### config.mk
export PLATFORM = sky130hd
export DESIGN_NAME = fetch_sequencer
export DESIGN_NICKNAME = d
export VERILOG_FILES = /design/src/rtl/fetch_sequencer.sv
export SDC_FILE = /design/constraint.sdc
export NUM_CORES = 1
export LEC_CHECK = 0
export ABC_AREA = 1
export BUFFER_PORTS_ARGS = -buffer_cell sky130_fd_sc_hd__clkbuf_2
export CAP_MARGIN = 10
export CORE_MARGIN = 3
export CORE_UTILIZATION = 51
export CTS_CLUSTER_DIAMETER = 40
export DETAILED_ROUTE_END_ITERATION = 8
export GPL_ROUTABILITY_DRIVEN = 0
export GPL_TIMING_DRIVEN = 0
export PLACE_DENSITY = 0.77
export SLEW_MARGIN = 20
export SYNTH_ARGS = -nofsm -noshare
export SYNTH_HDL_FRONTEND = slang
export SYNTH_SLANG_ARGS = --single-unit
export TNS_END_PERCENT = 30
### constraint.sdc
create_clock -name clk -period 2.3 [get_ports clk]
set_input_delay 0.23 -clock clk [delete_from_list [all_inputs] [get_ports clk]]
set_output_delay 0.23 -clock clk [all_outputs]
set_load 0.02 [all_outputs]
### src/rtl/fetch_sequencer.sv
// Program-counter sequencer: advances, holds, redirects or halts the fetch address; drives IF/ID bubble.
// One-cycle latency on every request; stall/flush bubbles are counted internally, HALTED holds until rst.
module fetch_sequencer #(
  parameter int unsigned RESET_PC    = 0,
  parameter int unsigned IMEM_DEPTH  = 64,
  parameter int unsigned FLUSH_SLOTS = 2
) (
  input  logic        clk,
  input  logic        rst,
  input  logic        hlt,
  input  logic        jump,
  input  logic [31:0] jump_target,
  input  logic        stall_req,
  input  logic [1:0]  stall_len,
  output logic [31:0] pc,
  output logic [31:0] next_pc,
  output logic        bubble,
  output logic        halted,
  output logic        fault
);

  typedef enum logic [1:0] {RUN, STALL, FLUSH, HALTED} state_t;

  localparam logic [31:0] RST_PC    = 32'(RESET_PC);
  localparam logic [31:0] DEPTH     = 32'(IMEM_DEPTH);
  localparam logic [1:0]  FLUSH_CNT = 2'(FLUSH_SLOTS);

  state_t      state, state_nxt;
  logic [1:0]  cnt, cnt_nxt;
  logic [31:0] pc_nxt;
  logic        fault_nxt;

  always_comb begin
    state_nxt = state;
    cnt_nxt   = cnt;
    pc_nxt    = pc;
    fault_nxt = fault;
    if (state != HALTED) begin
      if (hlt) begin
        state_nxt = HALTED;
      end else if (jump) begin
        if (jump_target < DEPTH) begin
          pc_nxt    = jump_target;
          cnt_nxt   = FLUSH_CNT;
          state_nxt = FLUSH;
        end else begin
          fault_nxt = 1'b1;
          state_nxt = HALTED;
        end
      end else begin
        case (state)
          RUN: begin
            if (stall_req) begin
              cnt_nxt   = (stall_len == 2'd0) ? 2'd1 : stall_len;
              state_nxt = STALL;
            end else begin
              pc_nxt = pc + 32'd1;
            end
          end
          STALL: begin
            // stall_req is deliberately not looked at while already stalled
            if (cnt <= 2'd1) begin
              pc_nxt    = pc + 32'd1;
              cnt_nxt   = 2'd0;
              state_nxt = RUN;
            end else begin
              cnt_nxt = cnt - 2'd1;
            end
          end
          FLUSH: begin
            pc_nxt = pc + 32'd1;
            if (cnt <= 2'd1) begin
              cnt_nxt   = 2'd0;
              state_nxt = RUN;
            end else begin
              cnt_nxt = cnt - 2'd1;
            end
          end
          default: ;
        endcase
      end
    end
  end

  // Outputs are registered from the next-state decision so they line up with pc.
  always_ff @(posedge clk) begin
    if (rst) begin
      state   <= RUN;
      cnt     <= 2'd0;
      pc      <= RST_PC;
      next_pc <= RST_PC + 32'd1;
      bubble  <= 1'b0;
      halted  <= 1'b0;
      fault   <= 1'b0;
    end else begin
      state   <= state_nxt;
      cnt     <= cnt_nxt;
      pc      <= pc_nxt;
      next_pc <= pc_nxt + 32'd1;
      bubble  <= (state_nxt != RUN);
      halted  <= (state_nxt == HALTED);
      fault   <= fault_nxt;
    end
  end

endmodule

# Yosys cells after proc, flatten, opt, wreduce, memory -nomap -nowiden
# Cells that the tools add are included.
dict set report totals {
  ff_bits 71
  word_cells 47
  out_inout_bits 67
  in_bits 39
}
dict set report classes {
  n_bitwise 2
  n_mux 20
  n_lt_le_gt_ge 2
  n_reduce_logical 7
  eq_ne 6
  n_addsub 3
}
# cell n
set op_table {}
lappend op_table {{32-bit 2-to-1 mux} 6}
lappend op_table {{32-bit case mux with 3 select lines} 1}
lappend op_table {{32-bit by 1-bit adder with 32-bit output, second input constant} 2}
lappend op_table {{32-bit by 7-bit < comparator with 1-bit output, second input constant} 1}
lappend op_table {{2-bit 2-to-1 mux} 10}
lappend op_table {{2-bit case mux with 2 select lines} 2}
lappend op_table {{5-bit AND reduction} 1}
lappend op_table {{2-bit equality test, second input constant} 2}
lappend op_table {{2-bit zero test} 2}
lappend op_table {{4-bit AND reduction} 1}
lappend op_table {{3-bit != test, second input constant} 1}
lappend op_table {{3-bit nonzero test} 1}
lappend op_table {{2-bit by 1-bit equality test with 1-bit output, second input constant} 1}
lappend op_table {{2-bit by 1-bit less-or-equal comparator with 1-bit output, second input constant} 1}
lappend op_table {{2-bit by 1-bit != test with 1-bit output, second input constant} 1}
lappend op_table {{2-bit != test, second input constant} 1}
lappend op_table {{1-bit inverter} 2}
lappend op_table {{2-bit nonzero test} 1}
lappend op_table {{2-bit OR reduction} 1}
lappend op_table {{2-bit by 1-bit subtractor with 2-bit output, second input constant} 1}
lappend op_table {{1-bit 2-to-1 mux} 1}

# Logic depth before layout (Yosys ltp)
dict set report depth {
  ltp_word 7
  mapped_depth 21
  ltp_nobuf 21
}

# Worst setup path after synthesis
# OpenSTA, ideal clock, no wires.
dict set report synth_path {
  path_kind {register to register}
  start {register state[0]}
  end {register next_pc[28]}
  required_ps 2182
  setup_slack_ps -123
  n_path_buf 0
  arrival_time_ps 2305
  setup_time_ps 118
  period_less_slack_ps 2423
  stages_incl_launch_ff 19
  cell_sequence {dfxtp_1 -> inv_1 -> ha_1 -> nand2_2 -> nand3_4 -> nand2_4 -> inv_2 -> nand3_1 -> o21ai_1 -> inv_1 -> nand2_1 -> ha_1 -> nand2_2 -> nor2_8 -> nand3_4 -> nor2_8 -> nand3_4 -> nor3_1 -> nor2_1}
}
dict set report synth_via {
  elab_chain_cells 6
  elab_cells_between_ends 9
  cone_classes {add/sub: 1; eq/ne: 3; mux: 4; reduce/logical: 1}
}
# element line
set synth_rtl {}
lappend synth_rtl {{start, declared} 28} ;# state_t state, state_nxt;
lappend synth_rtl {{start signal, assigned} 96} ;# state <= state_nxt;
lappend synth_rtl {{2-bit equality test, or another cell as far along} 51} ;# case (state)
lappend synth_rtl {{32-bit case mux with 3 select lines} 51}
lappend synth_rtl {{32-bit 2-to-1 mux} 41} ;# end else if (jump) begin
lappend synth_rtl {{32-bit 2-to-1 mux} 39} ;# if (hlt) begin
lappend synth_rtl {{32-bit 2-to-1 mux (*)} 38} ;# if (state != HALTED) begin
lappend synth_rtl {{net pc_nxt[1]} 30} ;# logic [31:0] pc_nxt;
lappend synth_rtl {{32-bit by 1-bit adder with 32-bit output (*)} 99} ;# next_pc <= pc_nxt + 32'd1;
lappend synth_rtl {{end signal, assigned} 91} ;# next_pc <= RST_PC + 32'd1;
lappend synth_rtl {{end signal, assigned} 99}
lappend synth_rtl {{end, declared} 16} ;# output logic [31:0] next_pc,
# Mark *: on every way through the listed nets, which the timed path passes. The rest lies on a longest branch.
# A chain may end at the register's enable or synchronous reset.

# Worst setup path in the final report
dict set report layout_path {
  start {register state[0]}
  end {register next_pc[31]}
}
dict set report layout_via {
  elab_chain_cells 6
  elab_cells_between_ends 9
  cone_classes {add/sub: 1; eq/ne: 3; mux: 4; reduce/logical: 1}
}
# element line
set layout_rtl {}
lappend layout_rtl {{2-bit equality test, or another cell as far along} 51}
lappend layout_rtl {{32-bit case mux with 3 select lines} 51}
lappend layout_rtl {{32-bit 2-to-1 mux} 41}
lappend layout_rtl {{32-bit 2-to-1 mux} 39}
lappend layout_rtl {{32-bit 2-to-1 mux (*)} 38}
lappend layout_rtl {{32-bit by 1-bit adder with 32-bit output (*)} 99}
# Every way passes the cells marked *; elsewhere a longest branch is shown, timed or not.

==> results.toml <==
[die]
core_area_sq_um = 10500
pin_count = 106
die_w_microns = 111
start_util = 0.533
die_height_microns = 111
rows = 37
dieArea_sq_um = 12300

[power]
ir_drop_uv = 560
p_leak_nw = 3.42
power_density_nw_per_um2 = 488

[logic_synthesis]
synth-adder-area-share = 0.0134
synth_warnings = 0
synth_compound_area_frac = 0.114
postSynthAreaPerCell_sq_um = 6.03
synthXorXnorAreaFrac = 0
syn_inst = 928
synth-main-ff-cell = "dfxtp_1"
ys_types = 42
synth_top_family_by_area = "simple AND/OR/NAND/NOR gates"
ys_seq_elements = 71
synth_mux_area_frac = 0.00179
synth_edf_count = 0
syn-cell-area_sq_um = 5600
synth_seq_area_share = 0.254
syn_nets = 973
yosys.area_share.simple = 0.513
async_reset_ff_frac = 0

[place]
post-place-ws_ns = -0.565
dp_cells = 1167
port-buffer-count = 103
place.detailed.hpwl_microns = 13900

[finish]
num-nets-final = 1129
final_cells = 1224
drive_gt1_frac = 0.315
fillers = 931
areaGrowthSynthToFinish_pct = 28.2
n_antenna_cell = 0

[critical_path]
cp_data_required_time_ns = 2.58
critPathMaxFanout = 10
reg2reg_to = "next_pc[31]"
path_class = "flip-flop to flip-flop"
rr_worst_depth = 17
rr_startpoint = "state[0]"
setup.worst_path.start_class = "flip-flop"
crit_arrival_ns = 2.81
cp-end-kind = "flip-flop"
r2r_slack_ns = -0.23

[run]
cap_violations = 0

[clock_network]
htreeDepth = 3
cts.root.buffer_cell = "clkbuf_8"
path_clk_slew_ns = 0.09
clockBufferDepth = 2
clkSinkCount = 71
clock_latency_ns = 0.37
cts_tree = "done"
cts_buffers = 9
cts_hold_buf = 0

[timing]
worst_slack_ns = -0.233
fmax_ghz = 0.395
finalSetupViolations = 23
period_minus_slack_ns = 2.53
finalHoldViolations = 0
final-max-slew-violation-count = 0
fin_skew_ns = 0.0115
rsz0062_at_grt = "yes"
final.period_utilization = 1.10
timing.hold.ws_ns = 0.220
maxSlewHeadroom = 0.459
worst_pin_slew_ns = 0.811

[detailed_routing]
drc_errors = 0
ant_nets = 0
viasPerCell = 5.54
wl_microns = 19300
drtIter0Drc = 818
vias = 6787
dr.pass1.iters = 7
wl_per_cell_microns = 15.8

[grt]
grt_pass1_vias = 6214
grt_pass1_wl_microns = 30400
grt_max_degree = 13
grt.total_usage = 0.301
overflow = 0
antenna_found_initial = 0

[hold_path]
hp-class = "input port to flip-flop"
min_path_cells = 5
holdPathEnd = "pc[1]"
hp-start = "jump_target[1]"

[run_status]
violations = "negative setup slack"
outcome = "finished with violations"
worst max-delay path by stage:
stage,from,end,slack [ns],cells after the start
after floorplan,state[0],next_pc[28],-0.006,15
after global routing,pc[13],next_pc[31],-0.44,17
after global placement,state[1],next_pc[23],-0.57,17
after detailed placement,jump_target[9],next_pc[22],-0.56,18
after CTS,state[1],next_pc[17],-0.22,17
final,state[0],next_pc[31],-0.23,17
metrics by stage:
step                TNS (ns)  area [sq um]   util  power, W
floorplan           -0.00576          5630      -   0.00204
global placement       -9.16          6320  0.601   0.00231
detailed placement     -9.51          6320  0.601   0.00232
CTS                    -3.47          6950  0.662   0.00342
global route           -7.59          7180  0.683   0.00364
finish                 -3.87          7180  0.683   0.00350
critical path, cell delays in order (launching register included):
cell     delay, ns
dfxtp_4       0.38
inv_4         0.09
ha_4          0.18
nand2_4       0.07
nand3_4       0.13
nand2_4       0.09
buf_6         0.16
o21ai_1       0.13
nand2_1       0.07
nand2_1       0.05
nand3_1       0.11
nand2_2       0.12
nand4_1       0.14
nor2_4        0.19
nand4_1       0.12
buf_4         0.18
nor3_2        0.16
nor2_1        0.05
placed cells by master, fill, tap and decap left out, types with 5 or more instances in the layout:
master / n
buf_2: 6
a21oi_2: 6
nand3_1: 64
buf_4: 42
nand2_2: 30
o21ai_0: 30
ha_4: 6
nand3_2: 14
clkbuf_2: 103
clkbuf_1: 8
dfxtp_2: 10
inv_1: 100
nor3_2: 5
nor2_4: 22
nor2_1: 135
nand4_1: 18
inv_2: 15
a21oi_1: 46
buf_6: 6
inv_4: 6
o21ai_1: 17
nor3_1: 16
nand3_4: 7
nand2_4: 19
nor2_2: 12
clkbuf_8: 9
nand2_1: 232
dfxtp_1: 57
what timing repair did:
item	CTS	global route
pin swaps	40	35
setup buffers	34	9
endpoints found under the setup margin	31	29
resized for setup	65	52
layer usage:
metal  GRT usage  vias to the layer above  part of all wire
li1            -                     3267                 -
met1       0.407                     3046              0.41
met2       0.476                      413              0.45
met3      0.0628                       61              0.11
met4       0.103                        0             0.031
met5           0                        -                 0
sequential cells by signal, summed over array words and instances (netlist names):
| name | count |
|---|---|
| pc | 32 |
| bubble | 1 |
| halted | 1 |
| fault | 1 |
| cnt | 2 |
| next_pc | 32 |
| state | 2 |
synth_stat cells, drive strengths merged (2+ instances only):
master / n / area share
inv: 123 / 0.083
nor3: 22 / 0.022
or2: 3 / 0.0034
o21ai: 50 / 0.045
nand3: 85 / 0.094
nand4: 19 / 0.022
nand2: 281 / 0.21
o21a: 3 / 0.0040
clkbuf: 11 / 0.0074
nor3b: 2 / 0.0027
ha: 6 / 0.013
nor2: 172 / 0.15
o21bai: 2 / 0.0034
o211ai: 3 / 0.0040
a21oi: 53 / 0.050
dfxtp: 71 / 0.25
a31oi: 4 / 0.0045
buf: 11 / 0.013
kinds of logic (layout without fill, tap and decap cells):
group | Yosys count | count (layout)
buf+inv | 146 | 306
fa+ha+maj | 6 | 6
simple gates | 587 | 587
flops | 71 | 71
compound gates | 117 | 117
mux | 1 | 1
final cells by class:
cell class	count	area (sq um)	share of cell area
Sequential cell	71	1450	0.202
Multi-Input combinational cell	711	3910	0.545
Timing Repair Buffer	146	846	0.118
Clock inverter	5	58.8	0.00819
Tap cell	136	170	0.0237
Inverter	124	493	0.0687
Clock buffer	10	128	0.0178
Buffer	21	120	0.0167
power breakdown:
part	leakage, nW	switching (W)	total [W]	internal (W)
logic	2.75	0.000733	0.00110	0.000368
registers	0.588	0.0000792	0.00138	0.00130
clock network	0.0888	0.000524	0.00102	0.000497
Power figures use the tool's default switching activity.
